<file path="src/rtl/alarm_pkg.sv">
// Shared widths and state encoding for the alarm sequencer.
package alarm_pkg;
    localparam int HOUR_W = 5;
    localparam int MIN_W  = 6;
    localparam int SEC_W  = 6;

    typedef enum logic [1:0] {
        IDLE    = 2'd0,
        RINGING = 2'd1,
        SNOOZE  = 2'd2
    } state_t;
endpackage

</file>
<file path="src/rtl/alarm_trigger_second_timer.sv">
// Seconds counter shared by the ring and snooze phases; done pulses on the tick
// that finds the count already at the terminal value.
module second_timer #(
    parameter int W = 9
) (
    input  logic         clock,
    input  logic         reset,
    input  logic         clear,
    input  logic         tick,
    input  logic [W-1:0] terminal,
    output logic         done
);
    logic [W-1:0] count;

    // Holding at terminal keeps the counter from wrapping if clear is late.
    always_ff @(posedge clock) begin
        if (reset || clear)
            count <= '0;
        else if (tick && count != terminal)
            count <= count + 1'b1;
    end

    assign done = tick & (count == terminal);
endmodule

</file>
<file path="src/rtl/alarm_trigger.sv">
// Alarm sequencer: time comparator plus IDLE/RINGING/SNOOZE FSM driving play_sound.
// Valid/ready is not used here: buttons and tick_1hz are single-cycle pulses, sampled once.
module alarm_trigger
    import alarm_pkg::*;
#(
    parameter int RING_SECONDS   = 60,
    parameter int SNOOZE_SECONDS = 300,
    parameter int MAX_SNOOZE     = 3
) (
    input  logic              clock,
    input  logic              reset,
    input  logic              tick_1hz,
    input  logic [HOUR_W-1:0] cur_hour,
    input  logic [MIN_W-1:0]  cur_min,
    input  logic [SEC_W-1:0]  cur_sec,
    input  logic [HOUR_W-1:0] alarm_hour,
    input  logic [MIN_W-1:0]  alarm_min,
    input  logic              alarm_enable,
    input  logic              snooze_btn,
    input  logic              stop_btn,
    output logic              play_sound,
    output logic              snoozing,
    output logic [1:0]        snooze_count,
    output state_t            state
);
    localparam int MAX_SEC = (RING_SECONDS > SNOOZE_SECONDS) ? RING_SECONDS : SNOOZE_SECONDS;
    localparam int CNT_W   = $clog2(MAX_SEC);
    localparam logic [CNT_W-1:0] RING_TC   = CNT_W'(RING_SECONDS - 1);
    localparam logic [CNT_W-1:0] SNOOZE_TC = CNT_W'(SNOOZE_SECONDS - 1);
    localparam logic [1:0]       MAX_CNT   = 2'(MAX_SNOOZE);

    logic match;
    logic snooze_accept;
    logic timer_clear;
    logic timer_done;

    // Only the :00 second of the alarm minute triggers.
    assign match = tick_1hz & alarm_enable & (cur_hour == alarm_hour) &
                   (cur_min == alarm_min) & (cur_sec == '0);

    assign snooze_accept = snooze_btn & (snooze_count < MAX_CNT);

    // Counter restarts on every state entry and stays cleared while idle.
    assign timer_clear = ~alarm_enable | (state == IDLE) | stop_btn |
                         ((state == RINGING) & snooze_accept) | timer_done;

    second_timer #(.W(CNT_W)) u_timer (
        .clock    (clock),
        .reset    (reset),
        .clear    (timer_clear),
        .tick     (tick_1hz),
        .terminal ((state == SNOOZE) ? SNOOZE_TC : RING_TC),
        .done     (timer_done)
    );

    always_ff @(posedge clock) begin
        if (reset || !alarm_enable) begin
            state        <= IDLE;
            play_sound   <= 1'b0;
            snoozing     <= 1'b0;
            snooze_count <= 2'd0;
        end else begin
            case (state)
                IDLE: begin
                    if (match) begin
                        state        <= RINGING;
                        play_sound   <= 1'b1;
                        snoozing     <= 1'b0;
                        snooze_count <= 2'd0;
                    end
                end
                RINGING: begin
                    if (stop_btn) begin
                        state      <= IDLE;
                        play_sound <= 1'b0;
                    end else if (snooze_accept || (timer_done && snooze_count < MAX_CNT)) begin
                        state        <= SNOOZE;
                        play_sound   <= 1'b0;
                        snoozing     <= 1'b1;
                        snooze_count <= snooze_count + 2'd1;
                    end else if (timer_done) begin
                        state      <= IDLE;
                        play_sound <= 1'b0;
                    end
                end
                SNOOZE: begin
                    if (stop_btn) begin
                        state    <= IDLE;
                        snoozing <= 1'b0;
                    end else if (timer_done) begin
                        state      <= RINGING;
                        play_sound <= 1'b1;
                        snoozing   <= 1'b0;
                    end
                end
                default: begin
                    state      <= IDLE;
                    play_sound <= 1'b0;
                    snoozing   <= 1'b0;
                end
            endcase
        end
    end
endmodule
</file>
<file path="config.mk">
export PLATFORM = sky130hd
export DESIGN_NAME = alarm_trigger
export DESIGN_NICKNAME = d
export VERILOG_FILES = /design/src/rtl/alarm_pkg.sv /design/src/rtl/alarm_trigger_second_timer.sv /design/src/rtl/alarm_trigger.sv
export SDC_FILE = /design/constraint.sdc
export NUM_CORES = 1
export LEC_CHECK = 0
export ABC_AREA = 1
export CAP_MARGIN = 20
export CORE_ASPECT_RATIO = 0.9
export CORE_MARGIN = 3
export CORE_UTILIZATION = 35
export CTS_BUF_LIST = sky130_fd_sc_hd__clkbuf_8
export CTS_CLUSTER_DIAMETER = 120
export DETAILED_ROUTE_END_ITERATION = 8
export GPL_ROUTABILITY_DRIVEN = 0
export PLACE_DENSITY = 0.65
export REMOVE_ABC_BUFFERS = 1
export SLEW_MARGIN = 15
export SYNTH_ARGS = -nofsm -noshare
export SYNTH_HDL_FRONTEND = slang
export SYNTH_SLANG_ARGS = --single-unit
</file>
<file path="constraint.sdc">
create_clock -name clock -period 2.1 [get_ports clock]
set_input_delay 0.42 -clock clock [delete_from_list [all_inputs] [get_ports clock]]
set_output_delay 0.42 -clock clock [all_outputs]
set_load 0.05 [all_outputs]
</file>
==> impl_summary.log <==
[metrics] number of buffer and inverter stages on the critical path: 1
[metrics] Post-Route Setup TNS: 0 ns
[metrics] classification of the worst setup path: flop to output port
[metrics] area of the mapped netlist: 0.00110 sq mm
[metrics] antenna diode count: 0
[metrics] xor and xnor area share after synthesis: 1.59%
[metrics] total number of yosys warnings: 0
[metrics] number of standard cells after synthesis: 189
[metrics] nature of the critical path startpoint: flop
[metrics] worst reg2reg path endpoint: snooze_count[1]
[metrics] post-synthesis async set-or-reset flop share: 0%
[metrics] critical-path cell with the highest stage delay: sky130_fd_sc_hd__clkdlybuf4s50_1
[metrics] maximum number of pins on one net before global-route repair: 10
[metrics] Worst EP required: 1.68 ns
[metrics] fraction of layout instances using a drive strength above 1: 11.1%
[metrics] count of buffers inserted at the top-level ports: 39
[metrics] list of cells traversed by the critical path: clkdlybuf4s50_1
[metrics] initial antenna violation count: 0
[metrics] Total Die Area: 0.00385 sq mm
[metrics] clock root buffer: sky130_fd_sc_hd__clkbuf_8
[metrics] Syn-to-layout area delta: 45.6%
[metrics] Routed Antenna Nets: 0
[metrics] IO Pins: 40
[metrics] commonest non-fill, non-tap cell in the layout: sky130_fd_sc_hd__nand2_1
[metrics] Total Nets Final: 271
[metrics] top library cells by usage in the layout, fill and taps aside: sky130_fd_sc_hd__nand2_1 (58), sky130_fd_sc_hd__clkdlybuf4s50_1 (39), sky130_fd_sc_hd__inv_1 (33)
[metrics] CTS Hold Buffers Added: 0
[metrics] outcome: completed
[metrics] startpoint of the tightest hold check path: play_sound
[metrics] worst-margin pin slew: 0.497 ns
[metrics] clock-pin transition on the worst setup and hold timing paths: 0.06 ns
[metrics] standard cell area after detailed placement: 0.00156 sq mm
[metrics] clock tree from TritonCTS: done
[metrics] final non-filler cell area: 0.00160 sq mm
[metrics] via count of the first global-routing pass: 1138
[metrics] Hold Crit Class: flop to flop
[metrics] most used flip-flop cell after synthesis: sky130_fd_sc_hd__dfxtp_1
[metrics] number of maximum-capacitance constraint violations: 0
[metrics] Synth Area in Compound Gates: 10.6%
[metrics] count of routing violations after the opening detailed-route iteration: 42
[metrics] Yosys cell types: 24
[metrics] via count normalized by instance count: 4.53
[metrics] total via count after detailed routing: 1242
[metrics] total wirelength of the detailed-routed design: 2840 microns
[metrics] floorplan row count: 18
[metrics] startpoint of the lowest-slack register-to-register path: u_timer.count[0]
[metrics] first drt pass iteration count: 4
[metrics] endpoint class of the critical path: output port
[metrics] share of synthesized area occupied by flip-flops and latches: 27.3%
[metrics] Final Setup Violations: 0
[metrics] global-route usage over all layers: 16.1%
[metrics] buffer count from post-CTS setup fixing: 0
[metrics] post-CTS resize count: 0
[metrics] number of hold-slack violations in the final timing report: 0
[metrics] final routed wire length divided by cell count: 10.4 microns
[metrics] final cycle utilization of the critical path: 94.6%
[metrics] total CTS buffers: 3
[metrics] IR Drop Worst-Case VDD: 250 uV
[metrics] Finished Layout Cells: 274
[metrics] Post-Syn Area per Cell: 5.82 sq um
[metrics] CP top delay family: buffers and inverters
[metrics] flops & latches, synth: 15
[metrics] synthesized-area fraction occupied by adder cells: 2.28%
[metrics] number of H-tree levels: 1
[metrics] buffers from clock root to sink, at most: 2
[metrics] gr ovfl total: 0
[metrics] leakage power: 0.697 nW
[metrics] time the worst path needs with I/O delays and setup: 1.99 ns
[metrics] first-pass GRT wire length: 4860 microns
[metrics] CP max FO: 6
[metrics] total power: 0.633 mW
[metrics] die width: 65.1 microns
[metrics] initial cell density of the core: 38.5%
[metrics] number of cells in the design after placement: 270
[metrics] DRC viols: 0
[metrics] clock tree skew after final layout: 0.00339 ns
[metrics] dominant combinational cell family by area after synthesis: simple AND/OR/NAND/NOR gates
[metrics] area fraction in and, or, nand and nor cells after synthesis: 44.9%
[metrics] multiplexer fraction of the synthesized cell area: 0%
[metrics] max frequency: 503 MHz
[metrics] clock net sink count: 15
[metrics] EDFF count, synth: 0
[metrics] total power per unit cell area: 395 mW/mm^2
[metrics] worst-skew pair later-pin latency: 0.25 ns
[metrics] Die Span Y: 59.2 microns
[metrics] placed wire-length estimate: 2440 microns
[metrics] Register-to-Register Path Depth: 12
[metrics] placeable core area: 0.00286 sq mm
[metrics] critical path arrival: 1.57 ns
[metrics] worst max-slew margin expressed relative to the limit: 66.8%
[metrics] Slowest Stage Delay on Critical Path: 0.86 ns
[metrics] slack of the worst reg-to-reg path: 0.45 ns
[metrics] number of cells on the worst hold path: 2
[metrics] final max-slew violation count: 0
[metrics] hold worst-path end: play_sound
[metrics] unrepaired setup endpoints after global routing: no
[metrics] total of fill cells in the finished design: 284
==> layer usage <==
metal | global-route usage [%] | wire, microns | vias up
li1 | - | - | 670
met1 | 21.0 | 1420 | 548
met2 | 27.7 | 1330 | 22
met3 | 3.61 | 85 | 2
met4 | 2.96 | 18 | 0
met5 | 0 | 0 | -
==> cells by family after synthesis <==
group           count (synthesis)
flops                          15
compound gates                 22
buf+inv                        39
simple gates                  109
xor+xnor                        2
fa+ha+maj                       2
==> cell type report <==
cell class | instances | area, sq um | share of cell area [%]
clock inverters | 1 | 5.00 | 0.312
inverters | 39 | 146 | 9.14
repair buffers | 41 | 405 | 25.3
flip-flops and latches | 15 | 300 | 18.7
well taps | 40 | 50.0 | 3.12
multi-input cells | 135 | 653 | 40.8
clock buffers | 3 | 41.3 | 2.58
==> worst max-delay path by stage <==
stage                           from                to  slack (ns)  cells after the start
after floorplan             state[0]  u_timer.count[7]        0.46                      9
after global placement    cur_min[2]   snooze_count[1]        0.16                     12
after detailed placement  cur_min[2]   snooze_count[1]        0.07                     12
after CTS                   state[0]          state[0]         0.1                      1
after global routing        state[0]          state[0]        0.04                      1
final                       state[0]          state[0]        0.11                      1
==> metrics by stage <==
| step | hold slack, ns | util [%] | worst slack [ns] |
|---|---|---|---|
| detailed placement | 0.446 | 54.4 | 0.0749 |
| global placement | 0.435 | 54.4 | 0.158 |
| floorplan | 0.451 | - | 0.459 |
| global route | 0.478 | 56.0 | 0.0392 |
| CTS | 0.456 | 56.0 | 0.0962 |
| finish | 0.450 | 56.0 | 0.113 |
==> registers in the layout, summed over array words and instances, names as in the netlist <==
signal	flops
snooze_count	2
snoozing	1
u_timer.count	9
play_sound	1
state	2
==> report_power, final <==
group	total, mW	switching [mW]	internal (mW)
clock	0.233	0.102	0.131
combinational	0.115	0.0416	0.0732
sequential	0.285	0.000000700	0.284
total	0.633	0.144	0.489
==> cells in the mapped netlist, types with 2 or more instances <==
master | n | share of area (%)
sky130_fd_sc_hd__inv_1 | 33 | 11
sky130_fd_sc_hd__inv_2 | 6 | 2.0
sky130_fd_sc_hd__nand4_1 | 4 | 2.3
sky130_fd_sc_hd__nor2_1 | 20 | 6.8
sky130_fd_sc_hd__nand3_1 | 9 | 4.1
sky130_fd_sc_hd__nand2_1 | 58 | 20
sky130_fd_sc_hd__o21ai_0 | 3 | 1.4
sky130_fd_sc_hd__xnor2_1 | 2 | 1.6
sky130_fd_sc_hd__o21ai_1 | 7 | 3.2
sky130_fd_sc_hd__nand2_2 | 4 | 2.3
sky130_fd_sc_hd__nor2_2 | 4 | 2.3
sky130_fd_sc_hd__ha_1 | 2 | 2.3
sky130_fd_sc_hd__a21oi_1 | 11 | 5.0
sky130_fd_sc_hd__nand3_2 | 2 | 1.8
sky130_fd_sc_hd__dfxtp_1 | 15 | 27
No activity file was read; power rests on OpenSTA's default activity.
